<file path="config.mk">
export PLATFORM = sky130hd
export DESIGN_NAME = px_stream_router_flat
export DESIGN_NICKNAME = d
export VERILOG_FILES = /design/src/rtl/px_stream_router_if.sv /design/src/rtl/px_stream_router.sv /design/src/flat_wrapper.sv
export SDC_FILE = /design/constraint.sdc
export NUM_CORES = 1
export LEC_CHECK = 0
export CAP_MARGIN = 20
export CORE_UTILIZATION = 55
export DETAILED_ROUTE_END_ITERATION = 10
export PLACE_DENSITY = 0.93
export SLEW_MARGIN = 5
export SYNTH_ARGS = -nofsm -noshare
export SYNTH_HDL_FRONTEND = slang
export SYNTH_SLANG_ARGS = --single-unit
</file>
<file path="constraint.sdc">
create_clock -name clk -period 7.55 [get_ports clk]
set_input_delay 1.1325 -clock clk [delete_from_list [all_inputs] [get_ports clk]]
set_output_delay 1.1325 -clock clk [all_outputs]
set_load 0.02 [all_outputs]
</file>
<file path="src/rtl/px_stream_router_if.sv">
// px_stream_router_if: pixel-router control, source and processing-pipe signals.
// The router connects on the slave modport; the sources/control side connects on the master modport.
interface px_stream_router_if #(
    parameter int PX_W     = 8,
    parameter int N_SRC    = 2,
    parameter int FRAME_PX = 1024
);
    localparam int SEL_W = (N_SRC > 1) ? $clog2(N_SRC) : 1;
    localparam int CNT_W = $clog2(FRAME_PX + 1);
    logic [SEL_W-1:0]      sel;
    logic                  start;
    logic                  abort;
    logic [N_SRC*PX_W-1:0] src_px;
    logic [N_SRC-1:0]      src_rdy;
    logic [N_SRC-1:0]      src_ack;
    logic [PX_W-1:0]       proc_px;
    logic                  proc_rdy;
    logic                  proc_stall;
    logic                  busy;
    logic                  frame_done;
    logic                  overflow;
    logic [CNT_W-1:0]      px_count;
    logic [PX_W-1:0]       checksum;
    modport master (
        output sel, start, abort, src_px, src_rdy, proc_stall,
        input  src_ack, proc_px, proc_rdy, busy, frame_done, overflow, px_count, checksum
    );
    modport slave (
        input  sel, start, abort, src_px, src_rdy, proc_stall,
        output src_ack, proc_px, proc_rdy, busy, frame_done, overflow, px_count, checksum
    );
endinterface

</file>
<file path="src/rtl/px_stream_router.sv">
// px_stream_router: frame-counted, FIFO-buffered N-source pixel router with backpressure.
// Optional frame checksum of popped pixels enabled by defining ROUTER_CHECKSUM_EN.
module px_stream_router #(
    parameter int PX_W       = 8,
    parameter int N_SRC      = 2,
    parameter int FIFO_DEPTH = 4,
    parameter int FRAME_PX   = 1024
) (
    input logic clk,
    input logic nreset,
    px_stream_router_if.slave bus
);
    localparam int SEL_W = (N_SRC > 1) ? $clog2(N_SRC) : 1;
    localparam int CNT_W = $clog2(FRAME_PX + 1);
    localparam int AW    = $clog2(FIFO_DEPTH);
    typedef enum logic [1:0] {IDLE, RUN, DRAIN, DONE} state_t;
    state_t            state, state_nx;
    logic [SEL_W-1:0]  sel_q;
    logic [PX_W-1:0]   mem [FIFO_DEPTH];
    logic [AW-1:0]     wr_ptr, rd_ptr;
    logic [AW:0]       occ;
    logic [CNT_W-1:0]  px_count;
    logic              overflow, proc_rdy;
    logic [PX_W-1:0]   proc_px;
    logic [N_SRC-1:0]  src_ack;
    logic              active, flush, begin_frame, pop, strobe, push_ok, push, drop, last_px;
    logic [PX_W-1:0]   px_in;
    assign active      = (state == RUN) || (state == DRAIN);
    assign flush       = active && bus.abort;
    assign begin_frame = (state == IDLE) && bus.start;
    assign pop         = active && !bus.abort && (occ != '0) && !bus.proc_stall;
    assign strobe      = (state == RUN) && !bus.abort && bus.src_rdy[sel_q];
    // A pop in the same cycle frees the slot, so a full FIFO can still take a pixel
    assign push_ok     = (occ != (AW+1)'(FIFO_DEPTH)) || pop;
    assign push        = strobe && push_ok;
    assign drop        = strobe && !push_ok;
    assign last_px     = push && (px_count == CNT_W'(FRAME_PX - 1));
    assign px_in       = bus.src_px[sel_q*PX_W +: PX_W];
    always_ff @(posedge clk) begin
        if (!nreset) state <= IDLE;
        else         state <= state_nx;
    end
    always_comb begin
        state_nx = state;
        unique case (state)
            IDLE:    state_nx = bus.start ? RUN : IDLE;
            RUN:     state_nx = bus.abort ? IDLE : last_px ? DRAIN : RUN;
            DRAIN:   state_nx = bus.abort ? IDLE : (occ == '0) ? DONE : DRAIN;
            default: state_nx = IDLE;
        endcase
    end
    always_ff @(posedge clk) begin
        if (push) mem[wr_ptr] <= px_in;
    end
    always_ff @(posedge clk) begin
        if (!nreset) begin
            wr_ptr   <= '0;
            rd_ptr   <= '0;
            occ      <= '0;
            sel_q    <= '0;
            px_count <= '0;
            overflow <= 1'b0;
            src_ack  <= '0;
            proc_px  <= '0;
            proc_rdy <= 1'b0;
        end else begin
            src_ack  <= push ? (N_SRC'(1) << sel_q) : '0;
            proc_rdy <= pop;
            if (pop) begin
                proc_px <= mem[rd_ptr];
                rd_ptr  <= rd_ptr + 1'b1;
            end
            if (push) begin
                wr_ptr   <= wr_ptr + 1'b1;
                px_count <= px_count + 1'b1;
            end
            occ <= occ + (AW+1)'(push) - (AW+1)'(pop);
            if (drop) overflow <= 1'b1;
            if (flush) begin
                wr_ptr <= '0;
                rd_ptr <= '0;
                occ    <= '0;
            end
            if (begin_frame) begin
                sel_q    <= bus.sel;
                px_count <= '0;
                overflow <= 1'b0;
            end
        end
    end
`ifdef ROUTER_CHECKSUM_EN
    logic [PX_W-1:0] checksum;
    always_ff @(posedge clk) begin
        if (!nreset || begin_frame) checksum <= '0;
        else if (pop)               checksum <= checksum ^ mem[rd_ptr];
    end
    assign bus.checksum = checksum;
`else
    assign bus.checksum = '0;
`endif
    assign bus.src_ack    = src_ack;
    assign bus.proc_px    = proc_px;
    assign bus.proc_rdy   = proc_rdy;
    assign bus.busy       = active;
    assign bus.frame_done = (state == DONE);
    assign bus.overflow   = overflow;
    assign bus.px_count   = px_count;
endmodule

</file>
<file path="src/flat_wrapper.sv">
// flat-port wrapper written by rule: the top's interface ports become plain ports
module px_stream_router_flat 
#(
    parameter int PX_W       = 8,
    parameter int N_SRC      = 2,
    parameter int FIFO_DEPTH = 4,
    parameter int FRAME_PX   = 1024
)
  (clk, nreset, bus_sel, bus_start, bus_abort, bus_src_px, bus_src_rdy, bus_proc_stall, bus_src_ack, bus_proc_px, bus_proc_rdy, bus_busy, bus_frame_done, bus_overflow, bus_px_count, bus_checksum);
  px_stream_router_if #(.PX_W(PX_W), .N_SRC(N_SRC), .FRAME_PX(FRAME_PX)) bus_i ();
  input logic clk;
  input logic nreset;
  input wire logic [$bits(bus_i.sel)-1:0] bus_sel;
  input wire logic [$bits(bus_i.start)-1:0] bus_start;
  input wire logic [$bits(bus_i.abort)-1:0] bus_abort;
  input wire logic [$bits(bus_i.src_px)-1:0] bus_src_px;
  input wire logic [$bits(bus_i.src_rdy)-1:0] bus_src_rdy;
  input wire logic [$bits(bus_i.proc_stall)-1:0] bus_proc_stall;
  output wire logic [$bits(bus_i.src_ack)-1:0] bus_src_ack;
  output wire logic [$bits(bus_i.proc_px)-1:0] bus_proc_px;
  output wire logic [$bits(bus_i.proc_rdy)-1:0] bus_proc_rdy;
  output wire logic [$bits(bus_i.busy)-1:0] bus_busy;
  output wire logic [$bits(bus_i.frame_done)-1:0] bus_frame_done;
  output wire logic [$bits(bus_i.overflow)-1:0] bus_overflow;
  output wire logic [$bits(bus_i.px_count)-1:0] bus_px_count;
  output wire logic [$bits(bus_i.checksum)-1:0] bus_checksum;
  assign bus_i.sel = bus_sel;
  assign bus_i.start = bus_start;
  assign bus_i.abort = bus_abort;
  assign bus_i.src_px = bus_src_px;
  assign bus_i.src_rdy = bus_src_rdy;
  assign bus_i.proc_stall = bus_proc_stall;
  assign bus_src_ack = bus_i.src_ack;
  assign bus_proc_px = bus_i.proc_px;
  assign bus_proc_rdy = bus_i.proc_rdy;
  assign bus_busy = bus_i.busy;
  assign bus_frame_done = bus_i.frame_done;
  assign bus_overflow = bus_i.overflow;
  assign bus_px_count = bus_i.px_count;
  assign bus_checksum = bus_i.checksum;
  px_stream_router #(.PX_W(PX_W), .N_SRC(N_SRC), .FIFO_DEPTH(FIFO_DEPTH), .FRAME_PX(FRAME_PX)) u_core (.clk(clk), .nreset(nreset), .bus(bus_i));
endmodule
</file>
==> flow_summary.json <==
{
  "cts.root.buffer_cell": "clkbuf_8",
  "firstDrtPassIters": 5,
  "area_delta_synth_final_pct": 23.9,
  "fin_crit_ns": 3.72,
  "fin_crit_sh": 0.493,
  "hold_ws_ns": 0.471,
  "grt_max_degree": 20,
  "die_w_um": 74.2,
  "io_pins": 57,
  "worstSetupPathType": "input port to register",
  "regArea_mm2": 0.00162,
  "postRouteAntennaNets": 0,
  "maxCapViolCount": 0,
  "worstMarginPinSlew_ns": 0.629,
  "synthMuxAreaShare": 0.0978,
  "power_density_mw_per_mm2": 201,
  "fin_worst_skew_ns": 0.00825,
  "cp.arrival_ns": 3.94,
  "drive_gt1_frac": 0.101,
  "num-fill-cells": 337,
  "synth_xor_xnor_area_share": 0.0183,
  "multi_input_area_mm2": 0.00112,
  "rows": 25,
  "drc": 0,
  "layout_common_cells": "clkdlybuf4s50_1 (48), nand2_1 (33), dfxtp_1 (33)",
  "ys_types": 37,
  "finalSetupViolCount": 0,
  "async_flop_share": 0,
  "yosys_warnings": 0,
  "cts_tree": "yes",
  "vias_per_cell": 5.39,
  "required_ns": 7.76,
  "power_leakage_uw": 0.00125,
  "critPathLaunchType": "input port",
  "hold_buffers": 0,
  "cts_resized": 0,
  "dieArea_mm2": 0.00550,
  "ys_seq_area_frac": 0.566,
  "synth-compound-area-share": 0.0777,
  "totalWireLength_um": 5370,
  "dpl.hpwl_um": 3860,
  "first_global_vias": 1890,
  "ctsLongestPathBuffers": 2,
  "vias": 1961,
  "slew-limit-headroom": 0.580,
  "synth_area_per_cell_um2": 11.8,
  "yosys.area_share.simple": 0.132,
  "drt_iter0_markers": 69,
  "antenna_found_initial": 0,
  "synth-adder-area-share": 0.0550,
  "rsz0062_at_grt": "no",
  "synth_top_cell_area_share": 0.335,
  "cp_max_fo": 17,
  "grt_usage": 0.221,
  "fin_nets": 328,
  "final_common_cell": "clkdlybuf4s50_1",
  "clock_latency_ns": 0.33,
  "peakVddDrop_mv": 0.144,
  "cts_made_buffers": 9,
  "final.setup.tns_ns": 0,
  "final_cells": 364,
  "outcome": "finished, final reports clean",
  "gp_congestion": 0.748,
  "io_buffers": 48,
  "h-tree-depth": 3,
  "synth_top_family_by_area": "simple AND/OR/NAND/NOR gates",
  "core_mm2": 0.00488,
  "fmax_mhz": 269,
  "syn_inst": 243,
  "wire_per_inst_um": 14.8,
  "antennaDiodeCount": 0,
  "die_h_um": 74.2,
  "critPathCaptureType": "register",
  "place_inst": 348,
  "yosys_most_used_dff": "dfxtp_1",
  "post_cts_buffers": 0,
  "slew_viol_final": 0,
  "clock-sinks": 65,
  "yosysTopAreaCell": "edfxtp_1",
  "netlist_area_mm2": 0.00287,
  "initial_core_util": 0.587,
  "hold_viol": 0,
  "min_path_type": "register to register",
  "ys_ff_latch": 65,
  "clk_pin_slew_worst_paths_ns": 0.07,
  "grt-ovfl-total": 0,
  "grt_pass1_wl_um": 8780,
  "synth-edff-count": 32,
  "netlist_top_cells_area": "edfxtp_1 (34%), dfxtp_1 (23%), mux4_2 (6.3%)"
}
## logic make-up after synthesis
| family | Yosys count |
|---|---|
| muxes | 17 |
| buffers and inverters | 29 |
| adders and majority gates | 12 |
| and+or+nand+nor | 78 |
| other | 1 |
| DFF | 65 |
| xor gates and xnor gates | 6 |
| AOI/OAI and AO/OA | 35 |
## final timing paths
check,end,cells past startpoint,slack (ns),startpoint
worst max-delay path,u_core.occ[2],9,3.83,bus_abort
worst min-delay path,u_core.bus.proc_px[5],2,0.47,u_core.bus.proc_px[5]
worst max register to register,u_core.occ[2],8,4.32,u_core.sel_q
worst min register to register,u_core.bus.proc_px[5],2,0.47,u_core.bus.proc_px[5]
## routing by layer
layer  GRT usage  routed length (um)  vias to the layer above
met5           0                   0                        -
met3      0.0664                 310                        8
met1       0.285                2360                      932
li1            -                   -                      944
met4      0.0962                  88                        0
met2       0.346                2620                       77
## power breakdown
| group | switching (uW) | total (uW) | internal [uW] |
|---|---|---|---|
| clock | 121 | 290 | 169 |
| combinational | 22.9 | 45.3 | 22.4 |
| sequential | 3.57 | 378 | 375 |
## Yosys cell counts, types with 8 or more instances
cell type / number
a21oi_1: 10
mux4_2: 8
or3_1: 8
mux2_2: 8
buf_4: 8
o21ai_0: 8
nor2_1: 11
a21boi_0: 10
dfxtp_1: 33
nand2_1: 33
inv_1: 10
ha_1: 11
edfxtp_1: 32
## final cells by class
| type | count | share of cell area |
|---|---|---|
| clock inverters | 3 | 0.0109 |
| repair buffers | 48 | 0.135 |
| multi-input cells | 156 | 0.316 |
| well taps | 67 | 0.0236 |
| flip-flops and latches | 65 | 0.457 |
| inverters | 12 | 0.0127 |
| clock buffers | 13 | 0.0448 |
## registers in the layout (all words and copies together), names as in the netlist
name,cells
u_core.mem,32
u_core.bus.px_count,11
u_core.bus.proc_px,8
u_core.occ,3
u_core.bus.src_ack,2
u_core.rd_ptr,2
u_core.state,2
u_core.wr_ptr,2
u_core.bus.overflow,1
u_core.bus.proc_rdy,1
u_core.sel_q,1
## worst max-delay path: stages
cell             delay (ns)
clkdlybuf4s50_1        0.52
nand2b_1               0.17
a211o_1                0.39
clkinv_1               0.48
ha_1                   0.38
fa_1                   0.40
xnor2_1                0.25
xnor2_1                0.16
nor2_1                 0.05
## stage by stage
stage	util	instance area (um2)	total power, uW	worst slack [ns]
finish	0.727	3550	714	3.83
global placement	0.687	3350	429	3.72
floorplan	-	2890	414	4.56
global route	0.727	3550	740	3.62
detailed placement	0.687	3350	431	3.49
CTS	0.727	3550	720	3.85
No activity file was read; power rests on OpenSTA's default activity.
==> RTL change 1, RTL diff (same settings) <==
`PX_W` is set to 8 in 3 places; all go to 12.
--- a/src/rtl/px_stream_router_if.sv
+++ b/src/rtl/px_stream_router_if.sv
@@ -1,7 +1,7 @@
 // px_stream_router_if: pixel-router control, source and processing-pipe signals.
 // The router connects on the slave modport; the sources/control side connects on the master modport.
 interface px_stream_router_if #(
-    parameter int PX_W     = 8,
+    parameter int PX_W     = 12,
     parameter int N_SRC    = 2,
     parameter int FRAME_PX = 1024
 );
--- a/src/rtl/px_stream_router.sv
+++ b/src/rtl/px_stream_router.sv
@@ -1,7 +1,7 @@
 // px_stream_router: frame-counted, FIFO-buffered N-source pixel router with backpressure.
 // Optional frame checksum of popped pixels enabled by defining ROUTER_CHECKSUM_EN.
 module px_stream_router #(
-    parameter int PX_W       = 8,
+    parameter int PX_W       = 12,
     parameter int N_SRC      = 2,
     parameter int FIFO_DEPTH = 4,
     parameter int FRAME_PX   = 1024
--- a/src/flat_wrapper.sv
+++ b/src/flat_wrapper.sv
@@ -1,7 +1,7 @@
 // flat-port wrapper written by rule: the top's interface ports become plain ports
 module px_stream_router_flat 
 #(
-    parameter int PX_W       = 8,
+    parameter int PX_W       = 12,
     parameter int N_SRC      = 2,
     parameter int FIFO_DEPTH = 4,
     parameter int FRAME_PX   = 1024
Interface: changed (resized bus_checksum, bus_proc_px and bus_src_px); port bits go from 57 to 73. The function was not compared with the original's and may differ.
==> RTL change 1 against the unedited design <==
Critical path depth grew 2. Combinational power rose by 26%. Register-to-register slack better by 60 ps. Fmax grew 1.4%. Final area grew 26%. Synthesized area rose by 28%. Routed wire length up 37%. Power increased by 24%. First-iteration DRC count rose by 150%. Setup slack improved by 50 ps. Sequential cell count is 20 higher. Non-clock buffer count increased by 12. Critical endpoint unchanged. Highest routed layer unchanged.
==> RTL change 1: results (changes against the unedited design) <==
relative slew slack 39.26% (was 58.01%); Top Registers u_core.mem x48, u_core.bus.proc_px x12, u_core.bus.px_count x11 (was u_core.mem x32, u_core.bus.px_count x11, u_core.bus.proc_px x8); Initial DRT Pass Iterations 4 (was 5); final net count 385 (was 328); status finished clean (unchanged); mux cell area share after synthesis 11.47% (was 9.782%); top layer in use met4 (unchanged); sequential share of the synthesized area 59.52% (was 56.59%); H-tree Lvls 3 (unchanged); xor/xnor share of the synthesized area 1.433% (was 1.834%); Clock Skews 11.66 ps (was 8.251 ps); worst skew pair latency 360 ps (was 330 ps); first-pass GRT wire length 11.81 mm (was 8.776 mm); worst endpoint data arrival time 3910 ps (was 3940 ps); placed wire-length estimate 5.121 mm (was 3.865 mm); Async S/R FF share, synth 0% (unchanged); initial drt markers 171 (was 69); Synth Area in Compound Gates 7.133% (was 7.773%); Routed WL 7.377 mm (was 5.374 mm); setup repair bufs after CTS 0 (unchanged); met3 Use GR 4.352% (was 6.640%); met1 WL 2.966 mm (was 2.357 mm); gp weighted congestion 0.7452 (was 0.7482); flop2flop setup slack 4380 ps (was 4320 ps); CP max stage delay 480 ps (was 520 ps); Min-Delay Path Class flop to flop (unchanged); top post-synthesis cells by count edfxtp_1, nand2_1, dfxtp_1 (was dfxtp_1, nand2_1, edfxtp_1, ha_1, nor2_1); met3 wire len 346 um (was 310 um); M2 GR Usage 39.32% (was 34.65%); layout cell share with drive strength beyond 1 13.01% (was 10.10%); DR vias 2,356 (was 1,961); largest net degree at the start of global routing 24 (was 20); maximum vdd ir drop 0.1416 mV (was 0.1438 mV); Distinct cells, synth 37 (unchanged); Leakage Power 1.516 nW (was 1.254 nW); Reg-to-Reg Start u_core.state[0] (was u_core.sel_q); sw frac 22.99% (was 20.64%); worst hold start u_core.bus.proc_px[0] (was u_core.bus.proc_px[5]); endpoint of the worst hold path u_core.bus.proc_px[0] (was u_core.bus.proc_px[5]); all-layer global routing usage 22.49% (was 22.09%); Synth Warn # 0 (unchanged); CTS max path bufs 2 (unchanged); R2R depth 12 (was 8); met2 WL post-DR 3.912 mm (was 2.618 mm); Worst Path Max Fanout 14 (was 17); Filler cells 435 (was 337); M1 GR Usage 26.68% (was 28.55%); Post-synth EDFFs 48 (was 32); IO Port Bufs 60 (was 48); synthesized-area fraction occupied by adder cells 4.300% (was 5.502%); Synth area leaders edfxtp_1, dfxtp_1, mux4_2 (unchanged)
==> RTL change 1: cell types whose count changed in the layout (fill, tap and decap cells not counted), sizes merged, moves of 5 or more <==
cell / change
clkdlybuf4s50: +12
edfxtp: +16
inv: +5
mux2: +5
nand2: +5
==> RTL change 1: worst min-delay path: stages, from the launching register on <==
cell and delay, ps:
dfxtp_1 320, nand2_1 50, a21boi_0 60
==> RTL change 1: final cells by class <==
class	count	area, um2	share of cell area, %
Timing Repair Buffer	60	600.6	13.46
Sequential cell	85	2182	48.92
Clock buffer	9	123.9	2.777
Inverter	13	48.80	1.094
Tap cell	77	96.34	2.160
Clock inverter	7	78.83	1.767
Multi-Input combinational cell	172	1330	29.82
==> RTL change 1: how the worst max path moves through the flow <==
stage	startpoint	to	slack, ps	depth (start not counted)
3_5_place_dp	bus_abort	u_core.occ[2]	3500	11
5_1_grt	bus_abort	u_core.occ[2]	3600	11
2_1_floorplan	bus_abort	u_core.occ[2]	4500	11
3_3_place_gp	bus_abort	u_core.occ[2]	3610	11
4_1_cts	bus_abort	u_core.occ[2]	3860	11
6_report	bus_abort	u_core.occ[2]	3880	11
==> RTL change 1: metrics by stage <==
stage	cells	instance area (um2)	hold WS [ps]	setup slack [ps]
floorplan	294	3707	469.2	4497
global placement	407	4258	463.2	3607
detailed placement	407	4258	472.9	3497
CTS	423	4461	487.0	3858
global route	423	4461	513.3	3604
finish	423	4461	481.2	3876
==> RTL change 1: power by group through the flow <==
stage               registers (mW)  clock network, mW  logic, mW
floorplan                    0.507                  0     0.0380
global placement             0.509                  0     0.0545
detailed placement           0.510                  0     0.0571
CTS                          0.499              0.332     0.0575
global route                 0.500              0.345     0.0625
finish                       0.499              0.328     0.0573
==> RTL change 2, RTL diff (same settings) <==
Without the edit above. Compare `px_count` against `CNT_W'(FRAME_PX - 1)` with >= in place of ==.
--- a/src/rtl/px_stream_router.sv
+++ b/src/rtl/px_stream_router.sv
@@ -34,7 +34,7 @@
     assign push_ok     = (occ != (AW+1)'(FIFO_DEPTH)) || pop;
     assign push        = strobe && push_ok;
     assign drop        = strobe && !push_ok;
-    assign last_px     = push && (px_count == CNT_W'(FRAME_PX - 1));
+    assign last_px     = push && (px_count >= CNT_W'(FRAME_PX - 1));
     assign px_in       = bus.src_px[sel_q*PX_W +: PX_W];
     always_ff @(posedge clk) begin
         if (!nreset) state <= IDLE;
Check against the original RTL: no difference found for any inputs over 10 cycles, from zero or initial values and one cycle with nreset low; that may be too few to reach the edited logic, so the function may still have changed.
==> RTL change 2 against the unedited design <==
Final cell count decreased by 1.1%. Routed wire length increased by 5.5%. Combinational power decreased by 5.1%. Count of clock-buffer cells in the layout decreased by 2. Sequential power about the same. Setup slack improved by 320 ps. Synthesized area increased by 0.39%. Power decreased by 1.4%. Non-clock buffer count unchanged. Final area increased by 0.21%. Sequential cell count unchanged. Critical endpoint unchanged. Highest routed layer unchanged.
==> RTL change 2: results (changes against the unedited design) <==
status finished clean (unchanged); first-pass GRT wire length 9.149 mm (was 8.776 mm); gp weighted congestion 0.8249 (was 0.7482); clkbuf count 11 (was 13); post-place setup slack 3809 ps (was 3493 ps); worst endpoint data arrival time 3630 ps (was 3940 ps); comb pwr 43.0 uW (was 45.3 uW); Worst Path Max Fanout 10 (was 17); largest net degree at the start of global routing 18 (was 20); initial drt markers 129 (was 69); Reg-to-Reg End u_core.occ[2] (unchanged); Async S/R FF share, synth 0% (unchanged); M1 GR Usage 27.17% (was 28.55%); Leakage Power 1.223 nW (was 1.254 nW); Reg-to-Reg Start u_core.state[1] (was u_core.sel_q); Multi-In Gates 151 (was 156); Distinct cells, synth 44 (was 37); ClkCell Share 5.276% (was 5.569%); Non-clock buffers, area share 13.51% (was 13.54%); flop2flop setup slack 4670 ps (was 4320 ps); final net count 324 (was 328); Post-Route Utilization 72.90% (was 72.74%); synthesized-area fraction occupied by adder cells 5.481% (was 5.502%); worst hold start u_core.bus.proc_px[3] (was u_core.bus.proc_px[5]); Layout Cells excl Fill 360 (was 364); Logic inverters 13 (was 12); M2 GR Usage 41.31% (was 34.65%); placed wire-length estimate 3.954 mm (was 3.865 mm); layout cell share with drive strength beyond 1 12.63% (was 10.10%); dpl cell area 3369 um2 (was 3352 um2); met3 Use GR 8.266% (was 6.640%); sw frac 22.13% (was 20.64%); vias in the first global route 1,942 (was 1,890); Slew @ Worst Pin 648.6 ps (was 628.9 ps); xor/xnor share of the synthesized area 2.131% (was 1.834%); Inst Count DP 344 (was 348); maximum vdd ir drop 0.1318 mV (was 0.1438 mV); Vias/cell 5.419 (was 5.387); crit share post-route 45.05% (was 49.32%); Synth area leaders edfxtp_1, dfxtp_1, mux4_2 (unchanged); NetSw 155.8 uW (was 147.3 uW); sequential share of the synthesized area 56.37% (was 56.59%); synthesized area per cell 12.14 um2 (was 11.79 um2); Min-Delay Path Class flop to flop (unchanged); Initial DRT Pass Iterations 4 (was 5); hold path cells 2 (unchanged); sequential cell area share 45.59% (was 45.68%); R2R depth 12 (was 8); fraction of area in multi-input gates 31.90% (was 31.58%); clock group power 283 uW (was 290 uW); endpoint of the worst hold path u_core.bus.proc_px[3] (was u_core.bus.proc_px[5]); WHS 463.7 ps (was 470.8 ps); Synth Area in Compound Gates 8.134% (was 7.773%); mux cell area share after synthesis 9.743% (was 9.782%); detailed-route wire length per cell 15.74 um (was 14.76 um); CTS max path bufs 2 (unchanged); Clock Skews 4.267 ps (was 8.251 ps)
## RTL change 2: how the worst max path moves through the flow
stage | to | startpoint | cells after the start
6_report | u_core.occ[2] | bus_abort | 11
5_1_grt | u_core.occ[2] | bus_abort | 11
4_1_cts | u_core.occ[2] | bus_abort | 11
3_5_place_dp | u_core.occ[2] | bus_abort | 11
3_3_place_gp | u_core.occ[2] | bus_abort | 11
2_1_floorplan | u_core.occ[2] | bus_abort | 10
## RTL change 2: critical path, cell delays in order
cell and delay [ps]:
clkdlybuf4s50_1 480, nor3b_1 390, nand2_1 290, inv_2 220, ha_1 160, inv_1 40
ha_1 180, fa_1 380, xnor2_1 170, xnor2_1 130, nor2_1 50
## RTL change 2: routing by layer
layer | part of all wire [%] | wire [um]
met5 | 0 | 0
met4 | 1.5 | 85
met3 | 4.7 | 265
met2 | 53 | 2992
met1 | 41 | 2325
